[config.mk]
export PLATFORM = sky130hd
export DESIGN_NAME = wb_arbiter
export DESIGN_NICKNAME = d
export VERILOG_FILES = /design/src/rtl/wb_arb_pkg.sv /design/src/rtl/wb_fifo.sv /design/src/rtl/wb_arbiter.sv
export SDC_FILE = /design/constraint.sdc
export NUM_CORES = 1
export LEC_CHECK = 0
export BUFFER_PORTS_ARGS = -buffer_cell sky130_fd_sc_hd__buf_2
export CORE_UTILIZATION = 50
export CTS_CLUSTER_DIAMETER = 200
export DETAILED_ROUTE_END_ITERATION = 10
export PLACE_DENSITY = 0.71
export SYNTH_ARGS = -nofsm -noshare
export SYNTH_HDL_FRONTEND = slang
export SYNTH_HIERARCHICAL = 1
export SYNTH_SLANG_ARGS = --single-unit
[constraint.sdc]
create_clock -name clk -period 6.7 [get_ports clk]
set_clock_uncertainty 0.1 [all_clocks]
set_input_delay 1.34 -clock clk [delete_from_list [all_inputs] [get_ports clk]]
set_output_delay 1.34 -clock clk [all_outputs]
set_load 0.02 [all_outputs]
[src/rtl/wb_arb_pkg.sv]
// Shared types and default widths for the write-back arbiter and its FIFOs.
package wb_arb_pkg;

    localparam int unsigned WB_DATA_W = 32;
    localparam int unsigned WB_TAG_W  = 4;
    localparam int unsigned WB_RD_W   = 5;

    localparam logic [WB_TAG_W-1:0] TAG_INVALID = '0;

    typedef struct packed {
        logic [WB_DATA_W-1:0] data;
        logic [WB_TAG_W-1:0]  tag;
        logic [WB_RD_W-1:0]   rd;
    } WbEntry;

endpackage

[src/rtl/wb_fifo.sv]
// Synchronous per-requester result FIFO; DEPTH must be a power of two so the
// pointers wrap naturally. flush empties it in one cycle.
module wb_fifo
    import wb_arb_pkg::*;
#(
    parameter int unsigned DEPTH = 2,
    parameter type         T     = WbEntry
) (
    input  logic clk,
    input  logic rst_n,
    input  logic push,
    input  logic pop,
    input  logic flush,
    input  T     din,
    output logic full,
    output logic empty,
    output T     head
);

    localparam int unsigned PTR_W = (DEPTH > 1) ? $clog2(DEPTH) : 1;
    localparam int unsigned CNT_W = $clog2(DEPTH) + 1;

    T                 mem [DEPTH];
    logic [PTR_W-1:0] wr_ptr;
    logic [PTR_W-1:0] rd_ptr;
    logic [CNT_W-1:0] count;
    logic             do_push;
    logic             do_pop;

    assign full    = (count == CNT_W'(DEPTH));
    assign empty   = (count == '0);
    assign head    = mem[rd_ptr];
    assign do_push = push && !full && !flush;
    assign do_pop  = pop && !empty && !flush;

    always_ff @(posedge clk or negedge rst_n) begin
        if (!rst_n) begin
            wr_ptr <= '0;
            rd_ptr <= '0;
            count  <= '0;
        end else if (flush) begin
            wr_ptr <= '0;
            rd_ptr <= '0;
            count  <= '0;
        end else begin
            if (do_push) wr_ptr <= wr_ptr + 1'b1;
            if (do_pop)  rd_ptr <= rd_ptr + 1'b1;
            case ({do_push, do_pop})
                2'b10:   count <= count + 1'b1;
                2'b01:   count <= count - 1'b1;
                default: ;
            endcase
        end
    end

    // Payload storage needs no reset: count gates every read of it.
    always_ff @(posedge clk) begin
        if (do_push) mem[wr_ptr] <= din;
    end

endmodule

[src/rtl/wb_arbiter.sv]
// Round-robin write-back arbiter: per-requester FIFOs feeding one registered
// write-back port. Optional flush port enabled by WB_ARB_FLUSH_EN.
module wb_arbiter
    import wb_arb_pkg::*;
#(
    parameter int unsigned N_REQ  = 3,
    parameter int unsigned DEPTH  = 2,
    parameter int unsigned DATA_W = 32,
    parameter int unsigned TAG_W  = 4,
    parameter int unsigned RD_W   = 5
) (
    input  logic                    clk,
    input  logic                    rst_n,
    input  logic [N_REQ-1:0]        req_valid,
    output logic [N_REQ-1:0]        req_ready,
    input  logic [N_REQ*TAG_W-1:0]  req_tag,
    input  logic [N_REQ*RD_W-1:0]   req_rd,
    input  logic [N_REQ*DATA_W-1:0] req_data,
`ifdef WB_ARB_FLUSH_EN
    input  logic                    flush,
`endif
    output logic                    wb_valid,
    output logic [TAG_W-1:0]        wb_tag,
    output logic [RD_W-1:0]         wb_rd,
    output logic [DATA_W-1:0]       wb_data
);

    localparam int unsigned IDX_W = (N_REQ > 1) ? $clog2(N_REQ) : 1;

    typedef struct packed {
        logic [DATA_W-1:0] data;
        logic [TAG_W-1:0]  tag;
        logic [RD_W-1:0]   rd;
    } entry_t;

    logic             do_flush;
    logic [N_REQ-1:0] push;
    logic [N_REQ-1:0] pop;
    logic [N_REQ-1:0] full;
    logic [N_REQ-1:0] empty;
    entry_t           din  [N_REQ];
    entry_t           head [N_REQ];
    logic [IDX_W-1:0] rr;
    logic [IDX_W-1:0] cand;
    logic [IDX_W-1:0] gnt_idx;
    logic             gnt_valid;

`ifdef WB_ARB_FLUSH_EN
    assign do_flush = flush;
`else
    assign do_flush = 1'b0;
`endif

    assign req_ready = ~full;

    for (genvar i = 0; i < N_REQ; i++) begin : g_req
        assign din[i] = '{data: req_data[i*DATA_W +: DATA_W],
                          tag:  req_tag[i*TAG_W +: TAG_W],
                          rd:   req_rd[i*RD_W +: RD_W]};

        // Dead results complete their handshake but never occupy a slot.
        assign push[i] = req_valid[i] && !full[i]
                         && (din[i].tag != TAG_W'(TAG_INVALID))
                         && (din[i].rd != '0);
        assign pop[i]  = gnt_valid && (gnt_idx == IDX_W'(i));

        wb_fifo #(
            .DEPTH (DEPTH),
            .T     (entry_t)
        ) u_fifo (
            .clk   (clk),
            .rst_n (rst_n),
            .push  (push[i]),
            .pop   (pop[i]),
            .flush (do_flush),
            .din   (din[i]),
            .full  (full[i]),
            .empty (empty[i]),
            .head  (head[i])
        );
    end

    // First non-empty FIFO scanning upward from rr, wrapping at N_REQ.
    always_comb begin
        gnt_valid = 1'b0;
        gnt_idx   = rr;
        cand      = rr;
        for (int unsigned off = 0; off < N_REQ; off++) begin
            cand = IDX_W'((32'(rr) + off) % N_REQ);
            if (!gnt_valid && !empty[cand]) begin
                gnt_valid = 1'b1;
                gnt_idx   = cand;
            end
        end
    end

    always_ff @(posedge clk or negedge rst_n) begin
        if (!rst_n) begin
            rr       <= '0;
            wb_valid <= 1'b0;
            wb_tag   <= TAG_W'(TAG_INVALID);
            wb_rd    <= '0;
            wb_data  <= '0;
        end else if (do_flush || !gnt_valid) begin
            wb_valid <= 1'b0;
            wb_tag   <= TAG_W'(TAG_INVALID);
            wb_rd    <= '0;
            wb_data  <= '0;
        end else begin
            rr       <= (gnt_idx == IDX_W'(N_REQ - 1)) ? '0 : gnt_idx + 1'b1;
            wb_valid <= 1'b1;
            wb_tag   <= head[gnt_idx].tag;
            wb_rd    <= head[gnt_idx].rd;
            wb_data  <= head[gnt_idx].data;
        end
    end

endmodule
# [Word level (Yosys, flattened, before mapping)]
# Memories as Yosys holds them, arrays and structs flattened.
# Index checks and enable logic that the tools add are counted.
[word_totals] regBits=56 mem_bits_rw=246 in_bits=128 out_inout_bits=45 wordCells=123 mem_count=3
[memory_table] memory="g_req[0].u_fifo.mem" words=2 width=41 read_ports=1 rd_clocked_by_memory_dff=0 wr=1 line_no="wb_fifo.sv:23" text="T mem [DEPTH];"
[memory_table] memory="g_req[1].u_fifo.mem" words=2 width=41 read_ports=1 rd_clocked_by_memory_dff=0 wr=1 line_no="wb_fifo.sv:23"
[memory_table] memory="g_req[2].u_fifo.mem" words=2 width=41 read_ports=1 rd_clocked_by_memory_dff=0 wr=1 line_no="wb_fifo.sv:23"
[op_classes] add_sub_neg=15 div_mod_pow=3 order_cmp=4 eq_ne=11 mux=29 bitwise_logic=2 n_reduce_logical=42
[ops] cell="41-bit binary-select mux with 2-bit select" n=1
[ops] cell="41-bit 2-to-1 mux" n=2
[ops] cell="32-bit by 2-bit modulo with 32-bit output (second input constant)" n=2
[ops] cell="2-bit by 2-bit modulo with 32-bit output (second input constant)" n=1
[ops] cell="32-bit 2-to-1 mux" n=1
[ops] cell="1-bit logical AND" n=20
[ops] cell="5-bit nonzero test" n=3
[ops] cell="2-bit equality test (second input constant)" n=7
[ops] cell="1-bit 2-to-1 mux" n=13
[ops] cell="2-bit case mux with 2 select lines" n=3
[ops] cell="4-bit nonzero test" n=3
[ops] cell="1-bit logical NOT" n=9
[ops] cell="2-bit by 3-bit < comparator with 1-bit output (second input constant)" n=3
[ops] cell="2-bit by 1-bit adder with 2-bit output (second input constant)" n=4
[ops] cell="2-bit by 1-bit equality test with 1-bit output (second input constant)" n=4
[ops] cell="2-bit logical NOT" n=4
[ops] cell="2-bit 2-to-1 mux" n=4
[ops] cell="1-bit adder (second input constant)" n=6
[ops] cell="1-bit binary-select mux with 2-bit select" n=3
[ops] cell="2-bit nonzero test" n=3
[ops] cell="2-bit by 1-bit subtractor with 2-bit output (second input constant)" n=3
[ops] cell="5-bit 2-to-1 mux" n=1
[ops] cell="4-bit 2-to-1 mux" n=1
[ops] cell="2-bit by 1-bit adder with 3-bit output (second input constant)" n=1
[ops] cell="4 further kinds" n=4

# [Depth between registers and ports, before layout]
# Gate-level depths: netlist (run 1).
[depth] depth_word=15 ltp_mapped=13 depth_no_buf=11

# [Modules after synthesis]
# The synthesis (run 1) kept the hierarchy.
[by_module_without_submodules] module="wb_fifo (g_req[1].u_fifo ...)" instances=2 cells_each=153 area_per_inst_um2=3168.0 seq_area_each_um2=2562.5
[by_module_without_submodules] module="wb_fifo (g_req[0].u_fifo)" instances=1 cells_each=154 area_per_inst_um2=3180.6 seq_area_each_um2=2562.5
[by_module_without_submodules] module="wb_arbiter" instances=1 cells_each=213 area_per_inst_um2=2526.2 seq_area_each_um2=1101.1

# [Worst setup path after synthesis (run 1)]
# Ideal clock, no wire load.
[synth_timing] kind="input to register" startpoint="input port req_tag[4]" endpoint="memory g_req[1].u_fifo/mem[1][0] (netlist name) (enable)" setup_time_ns=0.499 arrival_time_ns=4.844 required_ns=6.101 setup_slack_ns=1.257 cell_stages=4 path_buffers=0 path_cell_list="or4_1 > o2111a_1 > nand2b_1 > nor3b_1"
[synth_via] elab_chain_cells=6
[synth_rtl] element="start, declared" line_no="wb_arbiter.sv:16" text="input logic [N_REQ*TAG_W-1:0] req_tag,"
[synth_rtl] element="4-bit nonzero test" line_no="wb_arbiter.sv:63" text="&& (din[i].tag != TAG_W'(TAG_INVALID))"
[synth_rtl] element="1-bit logical AND" line_no="wb_arbiter.sv:63"
[synth_rtl] element="1-bit logical AND" line_no="wb_arbiter.sv:64" text="&& (din[i].rd != '0);"
[synth_rtl] element="via push[1]" line_no="wb_arbiter.sv:37" text="logic [N_REQ-1:0] push;"
[synth_rtl] element="1-bit logical AND" line_no="wb_fifo.sv:33" text="assign do_push = push && !full && !flush;"
[synth_rtl] element="1-bit 2-to-1 mux" line_no="wb_fifo.sv:58" text="if (do_push) mem[wr_ptr] <= din;"
[synth_rtl] element="1-bit 2-to-1 mux (implied by the code)" line_no="wb_fifo.sv:58"
[synth_rtl] element="end, declared" line_no="wb_fifo.sv:23"
# The timed path passes the listed nets, and every way through them passes these cells.

# [Worst setup path in the final report (run 1)]
[layout_timing] startpoint="register g_req[1].u_fifo.count[0]" endpoint="register g_req[2].u_fifo.rd_ptr"
[layout_via] elab_chain_cells=12 elab_cells_between_ends=21 classes_between="eq/ne: 1; mux: 12; reduce/logical: 8"
[layout_rtl] element="start, declared" line_no="wb_fifo.sv:26" text="logic [CNT_W-1:0] count;"
[layout_rtl] element="start signal, assigned" line_no="wb_fifo.sv:49" text="2'b10: count <= count + 1'b1;"
[layout_rtl] element="start signal, assigned" line_no="wb_fifo.sv:50" text="2'b01: count <= count - 1'b1;"
[layout_rtl] element="2-bit logical NOT (*)" line_no="wb_fifo.sv:31" text="assign empty = (count == '0);"
[layout_rtl] element="via empty[1]" line_no="wb_arbiter.sv:40" text="logic [N_REQ-1:0] empty;"
[layout_rtl] element="1-bit binary-select mux with 2-bit select" line_no="wb_arbiter.sv:90" text="if (!gnt_valid && !empty[cand]) begin"
[layout_rtl] element="1-bit 2-to-1 mux (implied by the code)" line_no="wb_arbiter.sv:90"
[layout_rtl] element="1-bit logical NOT" line_no="wb_arbiter.sv:90"
[layout_rtl] element="1-bit logical AND" line_no="wb_arbiter.sv:90"
[layout_rtl] element="1-bit 2-to-1 mux" line_no="wb_arbiter.sv:90"
[layout_rtl] element="1-bit logical NOT" line_no="wb_arbiter.sv:90"
[layout_rtl] element="1-bit logical AND" line_no="wb_arbiter.sv:90"
[layout_rtl] element="2-bit 2-to-1 mux" line_no="wb_arbiter.sv:90"
[layout_rtl] element="2-bit equality test" line_no="wb_arbiter.sv:65" text="assign pop[i] = gnt_valid && (gnt_idx == IDX_W'(i));"
[layout_rtl] element="1-bit logical AND (*)" line_no="wb_arbiter.sv:65"
[layout_rtl] element="1-bit logical AND (*)" line_no="wb_fifo.sv:34" text="assign do_pop = pop && !empty && !flush;"
[layout_rtl] element="end signal, assigned" line_no="wb_fifo.sv:47" text="if (do_pop) rd_ptr <= rd_ptr + 1'b1;"
[layout_rtl] element="end, declared" line_no="wb_fifo.sv:25" text="logic [PTR_W-1:0] rd_ptr;"
# The timed path passes the listed nets; every way through them passes the cells marked *. The select of a mux whose other input is x is not followed.
# A chain may end at the register's enable or synchronous reset.

==> results.toml, run 1 <==
[setup_path]
path_class = "reg -> reg"
crit_slowest_cell = "nor3b_4"
arrival_ns = 4.21
critical_path_buf_inv_count = 1
crit_path_start_kind = "flip-flop"
cpPeakStageDelay_ns = 0.81
crit_top_cell = "nor2_1"
required_ns = 7.08
crit_family = "simple AND/OR/NAND/NOR gates"
path_max_fanout = 29
end_kind = "flip-flop"
path_cells = "nor2_1, nor4bb_1, o31ai_2, o41ai_2, mux2i_2, nor3b_4, buf_4, o21ai_0, xor2_1, nor2_1"

[cts]
post_cts_resized = 0
ctsHtreeMaxLevel = 1
cts_inserted_buffers = 30
clockBufferDepth = 3
holdBufCountCts = 0
cts_tree = "built"
clkSlewWorstSetupHoldPaths_ns = 0.06
cts.sinks = 302
postCtsSetupBuffers = 0
cts_root_buf = "clkbuf_16"
clk_latency_ns = 0.55

[yosys]
synthMostInstantiatedCell = "edfxtp_1"
synth.top_cell.area_share_pct = 61.3
async_flop_share_pct = 18.5
ys_seq_elements = 302
avgSynthCellArea_um2 = 17.9
synth_common_cells = "246 x edfxtp_1, 107 x mux2_2, 56 x dfrtp_1"
syn_inst = 673
yosysTopAreaCell = "edfxtp_1"
syn_area_um2 = 12000
ys_seq_area_share_pct = 73.0
yosys_warnings = 6
ys_types = 54
synth_area_leaders = "edfxtp_1 61%, dfrtp_1 12%, mux2_2 10%"
synth_edf_count = 246
synth_ff_type = "edfxtp_1"

[placed_design]
dp.cells = 1165
port_buffers = 172
routabilityCongestion = 0.729
dp_hpwl_mm = 15.9

[floorplanning]
die_area_um2 = 24700
core_um2 = 23500
die_h_um = 157
io_pins = 173
fp.dieW_um = 157
start_util_pct = 51.2
num_rows = 56

[sta]
clock.fmax_mhz = 262
slew_violations = 0
max_slew.worst_pin.slew_ns = 1.02
fin_crit_ns = 3.82
period_share_pct = 57.1
slew_headroom_pct = 31.5
setup_violations = 0
fin_tns_setup_ns = 0
grt_setup_unrepaired = "false"
report.final.hold_viol_count = 0

[layout]
drive_gt1_share_pct = 40.8
fillers = 1810
finish.utilization_pct = 60.8
fin_cells = 1221
nNetsFinal = 1009
area_delta_synth_final_pct = 18.9

[job]
maxCapViolCount = 0

[routing]
drt_iter0_markers = 294
ant_nets = 0
wirelength_mm = 24.6
drcViolationCount = 0
first_pass_iters = 4
vias = 6457
wl_per_cell_um = 20.1
vias_per_cell = 5.29

[power_and_ir_drop]
finalPower_mw = 6.77
power_density_nw_per_um2 = 473
peakVddDrop_mv = 0.397
p_leak_nw = 5.35

[global_route]
antenna_found_initial = 6
track_usage_pct = 20.5
grt_pass1_vias = 6638
grt_pass1_wl_mm = 37.5
grt_max_degree = 57
grt-ovfl-total = 0

[run_status]
status = "finished clean"

[worst_hold_path]
hp-class = "reg -> reg"
==> cell usage in the layout, fill, tap and decap left out, drive strengths merged, types with 2 or more instances in the layout <==
master / instances
or2: 3
o22ai: 2
nor4b: 2
a22oi: 2
nor3: 3
o211ai: 2
nand3: 3
nor2b: 5
edfxtp: 246
diode: 2
nand2: 7
or3: 3
mux2: 123
xor2: 3
bufinv: 2
o2bb2ai: 41
or4: 6
a31oi: 3
clkbuf: 42
o31ai: 2
buf: 188
ha: 3
o2111a: 3
nor3b: 5
nor2: 13
inv: 11
o21ai: 12
clkinvlp: 2
a21oi: 14
nand3b: 4
or4b: 2
mux2i: 46
dfrtp: 56
nand2b: 7
clkinv: 8
conb: 18
==> power by group <==
group / switching (mW) / internal [mW] / total (mW)
clock: 0.680 / 0.954 / 1.63
sequential: 0.117 / 2.38 / 2.49
combinational: 1.59 / 1.05 / 2.64
total: 2.39 / 4.38 / 6.77
==> cells by family (layout without fill, tap and decap cells) <==
group                    after synthesis  count (layout)  share of synthesized area (%)
flip-flops                           302             302                           73.0
multiplexers                         169             169                           15.5
AO/OA/AOI/OAI                         85              85                           5.44
AND/OR/NAND/NOR                       67              67                           3.53
buffers and inverters                 43             253                           2.03
adder cells (fa/ha/maj)                3               3                          0.312
XOR/XNOR                               3               3                          0.218
other                                  1              20                         0.0311
==> metrics by stage <==
| step | worst slack (ns) | cell area, um2 | hold WS, ns |
|---|---|---|---|
| finish | 2.88 | 14300 | 0.450 |
| floorplan | 1.26 | 12100 | 0.403 |
| detailed placement | 2.70 | 13300 | 0.440 |
| global placement | 2.81 | 13300 | 0.440 |
| global route | 2.51 | 14300 | 0.505 |
| CTS | 2.85 | 14300 | 0.450 |
==> worst paths after layout <==
check	cells past startpoint	startpoint	end	slack (ns)
max reg2reg	10	g_req[1].u_fifo/count[0]$_DFFE_PN0P_	g_req[2].u_fifo/rd_ptr$_DFFE_PN0P_	2.88
min	2	rr[1]$_DFFE_PN0P_	rr[1]$_DFFE_PN0P_	0.45
max	10	g_req[1].u_fifo/count[0]$_DFFE_PN0P_	g_req[2].u_fifo/rd_ptr$_DFFE_PN0P_	2.88
min in group asynchronous	2	rst_n	wb_data[2]$_DFF_PN0_	0.87
max in group asynchronous	2	rst_n	g_req[0].u_fifo/rd_ptr$_DFFE_PN0P_	5.05
min reg2reg	2	rr[1]$_DFFE_PN0P_	rr[1]$_DFFE_PN0P_	0.45
==> flip-flops by register name, indices dropped and copies added, names as in the netlist <==
| name | cells |
|---|---|
| g_req.u_fifo/count | 6 |
| wb_tag | 4 |
| wb_valid | 1 |
| g_req.u_fifo/wr_ptr | 3 |
| wb_rd | 5 |
| g_req.u_fifo/rd_ptr | 3 |
| rr | 2 |
| wb_data | 32 |
| g_req.u_fifo/mem | 246 |
==> worst register-to-register path, delay by kind of cell, from the launching register on <==
kind	cells	cell delay, ns
flip-flops	1	0.43
AO/OA/AOI/OAI	3	0.62
AND/OR/NAND/NOR	4	1.74
multiplexers	1	0.25
XOR/XNOR	1	0.16
buffers and inverters	1	0.46
==> cell type report <==
| type | count | area (um2) | share of cell area, % |
|---|---|---|---|
| clock inverters | 12 | 125 | 0.874 |
| clock buffers | 42 | 846 | 5.90 |
| inverters | 11 | 41.3 | 0.288 |
| flip-flops and latches | 302 | 8790 | 61.4 |
| multi-input cells | 345 | 3130 | 21.9 |
| repair buffers | 188 | 981 | 6.85 |
| diodes | 2 | 5.00 | 0.0349 |
| well taps | 319 | 399 | 2.79 |
==> metal layers <==
layer	GRT usage [%]	wire, um	up-vias
met5	0	54	-
met1	26.9	10700	3230
met4	4.85	366	8
met3	5.01	1460	38
li1	-	-	3023
met2	34.3	12000	158
Note: power is estimated with default switching activity, not from simulation.
==> inputs of run 2 (changes only) <==
--- a/config.mk
+++ b/config.mk
@@ -9,7 +9,7 @@
 export CORE_UTILIZATION = 50
 export CTS_CLUSTER_DIAMETER = 200
 export DETAILED_ROUTE_END_ITERATION = 10
-export PLACE_DENSITY = 0.71
+export PLACE_DENSITY = 0.74
 export SYNTH_ARGS = -nofsm -noshare
 export SYNTH_HDL_FRONTEND = slang
 export SYNTH_HIERARCHICAL = 1
==> constraint.sdc (replaced) <==
create_clock -name clk -period 3.09 [get_ports clk]
set_clock_uncertainty 0.1 [all_clocks]
set_input_delay 0.618 -clock clk [delete_from_list [all_inputs] [get_ports clk]]
set_output_delay 0.618 -clock clk [all_outputs]
set_load 0.02 [all_outputs]
==> run 2 against run 1 <==
Largest power group unchanged. Highest routed layer is now met4. Die area unchanged. Global-route usage up 0.55 points. Register-to-register slack worse by 2.7 ns. Critical path depth down 1. Maximum frequency up 32%. First-iteration DRC count up 37%. Critical path type unchanged. Worst setup slack worse by 2.7 ns. Sequential power up 120%. Hold slack worse by 0.42 ns. Combinational power up 130%.
==> results.toml, run 2 (synthesized netlist as in run 1, its figures left out) <==
[routing]
vias_per_cell = 5.35
drcViolationCount = 0
first_pass_iters = 5
ant_nets = 0
drt_iter0_markers = 404
vias = 6599
wl_per_cell_um = 20.8
wirelength_mm = 25.7

[layout]
top_register = "g_req.u_fifo/mem"
final_cell_mix = "246 x edfxtp_1, 172 x buf_2, 107 x mux2_2, 53 x dfrtp_1, 44 x mux2i_1"
nNetsFinal = 1019
top_regs = "g_req.u_fifo/mem: 246 flops, wb_data: 32 flops, g_req.u_fifo/count: 6 flops"
area_delta_synth_final_pct = 21.5
largest_register_ffs = 246
layout_commonest_cell = "edfxtp_1"
drive_gt1_share_pct = 42.2

[global_route]
track_usage_pct = 21.0
grt_max_degree = 41
grt_pass1_vias = 6821
grt.met2_usage_pct = 36.0
grt-ovfl-total = 0
grt_pass1_wl_mm = 38.3
met1_usage_pct = 28.1
met3_usage_pct = 3.72
busiest_layer = "met2"
antenna_found_initial = 1

[power_and_ir_drop]
seqPwrFrac_pct = 35.4
pwr-share-clk_pct = 24.4
p_sw_share_pct = 35.1
finalPower_mw = 15.4
power_density_nw_per_um2 = 1050
power_switching_mw = 5.40
p_int_mw = 9.99
p_leak_nw = 5.47
power.share.combinational_pct = 40.2
peakVddDrop_mv = 0.834

[sta]
fin_tns_setup_ns = 0
period_share_pct = 94.0
worst_slack_ns = 0.184
fin_crit_ns = 2.91
slew_violations = 0
slew_headroom_pct = 16.3
max_slew.worst_pin.slew_ns = 1.25
grt_setup_unrepaired = "false"
whs_ns = 0.0333
clock.fmax_mhz = 344
report.final.hold_viol_count = 0
setup_violations = 0

[worst_hold_path]
hp-class = "in -> async"

[job]
maxCapViolCount = 0

[setup_path]
crit_slowest_cell = "o41ai_2"
critical_path_buf_inv_count = 1
arrival_ns = 3.28
crit_path_start_kind = "flip-flop"
cpPeakStageDelay_ns = 0.55
path_class = "reg -> reg"
end_kind = "flip-flop"
crit_top_cell = "a31oi_1"
required_ns = 3.46
path_cells = "inv_1, ha_4, nand4bb_1, a31oi_1, o41ai_2, mux2i_2, nor3b_4, or4b_1, a31oi_1"
crit_family = "simple AND/OR/NAND/NOR gates"
path_max_fanout = 15

[cts]
clkSlewWorstSetupHoldPaths_ns = 0.06
cts.sinks = 302
clk_latency_ns = 0.55
cts_inserted_buffers = 31
ctsHtreeMaxLevel = 1
cts_tree = "built"
clockBufferDepth = 3
cts_root_buf = "clkbuf_16"

[placed_design]
port_buffers = 172
routabilityCongestion = 0.770
dp_hpwl_mm = 17.0
dpl_worst_slack_ns = 0.0363

[floorplanning]
die_h_um = 157
io_pins = 173
fp.dieW_um = 157
start_util_pct = 51.2
num_rows = 56
core_um2 = 23500
die_area_um2 = 24700

[run_status]
status = "finished clean"
==> run 2: final cells by class <==
cell class | instances | area, um2
Multi-Input combinational cell | 345 | 3200
Clock inverter | 15 | 169
Timing Repair Buffer | 197 | 1140
Clock buffer | 43 | 891
Sequential cell | 302 | 8790
Fill cell | 1738 | 8910
Tap cell | 319 | 399
Inverter | 11 | 41.3
Antenna cell | 1 | 2.50
==> run 2: layer usage <==
metal | part of all wire, % | routed length, um
met1 | 44 | 11400
met2 | 49 | 12700
met3 | 4.8 | 1230
met4 | 1.6 | 414
met5 | 0 | 0
==> run 2: metrics by stage <==
stage	utilization (%)	instance area (um2)	std cells
2_1_floorplan	-	12200	690
3_3_place_gp	57.5	13500	1174
3_5_place_dp	57.5	13500	1174
4_1_cts	62.0	14600	1232
5_1_grt	62.2	14600	1232
6_report	62.2	14600	1233
==> run 2: power by group through the flow <==
| stage | Clock (mW) | Combinational (mW) | Sequential (mW) |
|---|---|---|---|
| floorplan | 0 | 4.17 | 5.70 |
| global placement | 0 | 6.02 | 5.52 |
| detailed placement | 0 | 6.13 | 5.53 |
| CTS | 3.83 | 6.19 | 5.45 |
| global route | 3.98 | 6.65 | 5.52 |
| finish | 3.75 | 6.18 | 5.45 |
==> run 2: worst paths after layout <==
path	start	slack, ns	cells past startpoint	end
min in group clk	req_data[51]	0.15	1	g_req[1].u_fifo/mem[0][28]$_DFFE_PP_
min reg2reg	g_req[2].u_fifo/mem[0][40]$_DFFE_PP_	0.47	2	wb_data[31]$_DFF_PN0_
min	rst_n	0.03	1	wb_data[22]$_DFF_PN0_
max in group asynchronous	rst_n	1.99	2	wb_data[21]$_DFF_PN0_
max	rr[0]$_DFFE_PN0P_	0.18	9	g_req[2].u_fifo/count[1]$_DFFE_PN0P_
max reg2reg	rr[0]$_DFFE_PN0P_	0.18	9	g_req[2].u_fifo/count[1]$_DFFE_PN0P_
==> run 2: repair_timing <==
action	4_1_cts	5_1_grt
setup buffers	0	0
hold buffers	0	0
gates resized for setup	0	7
setup endpoints to repair	0	50
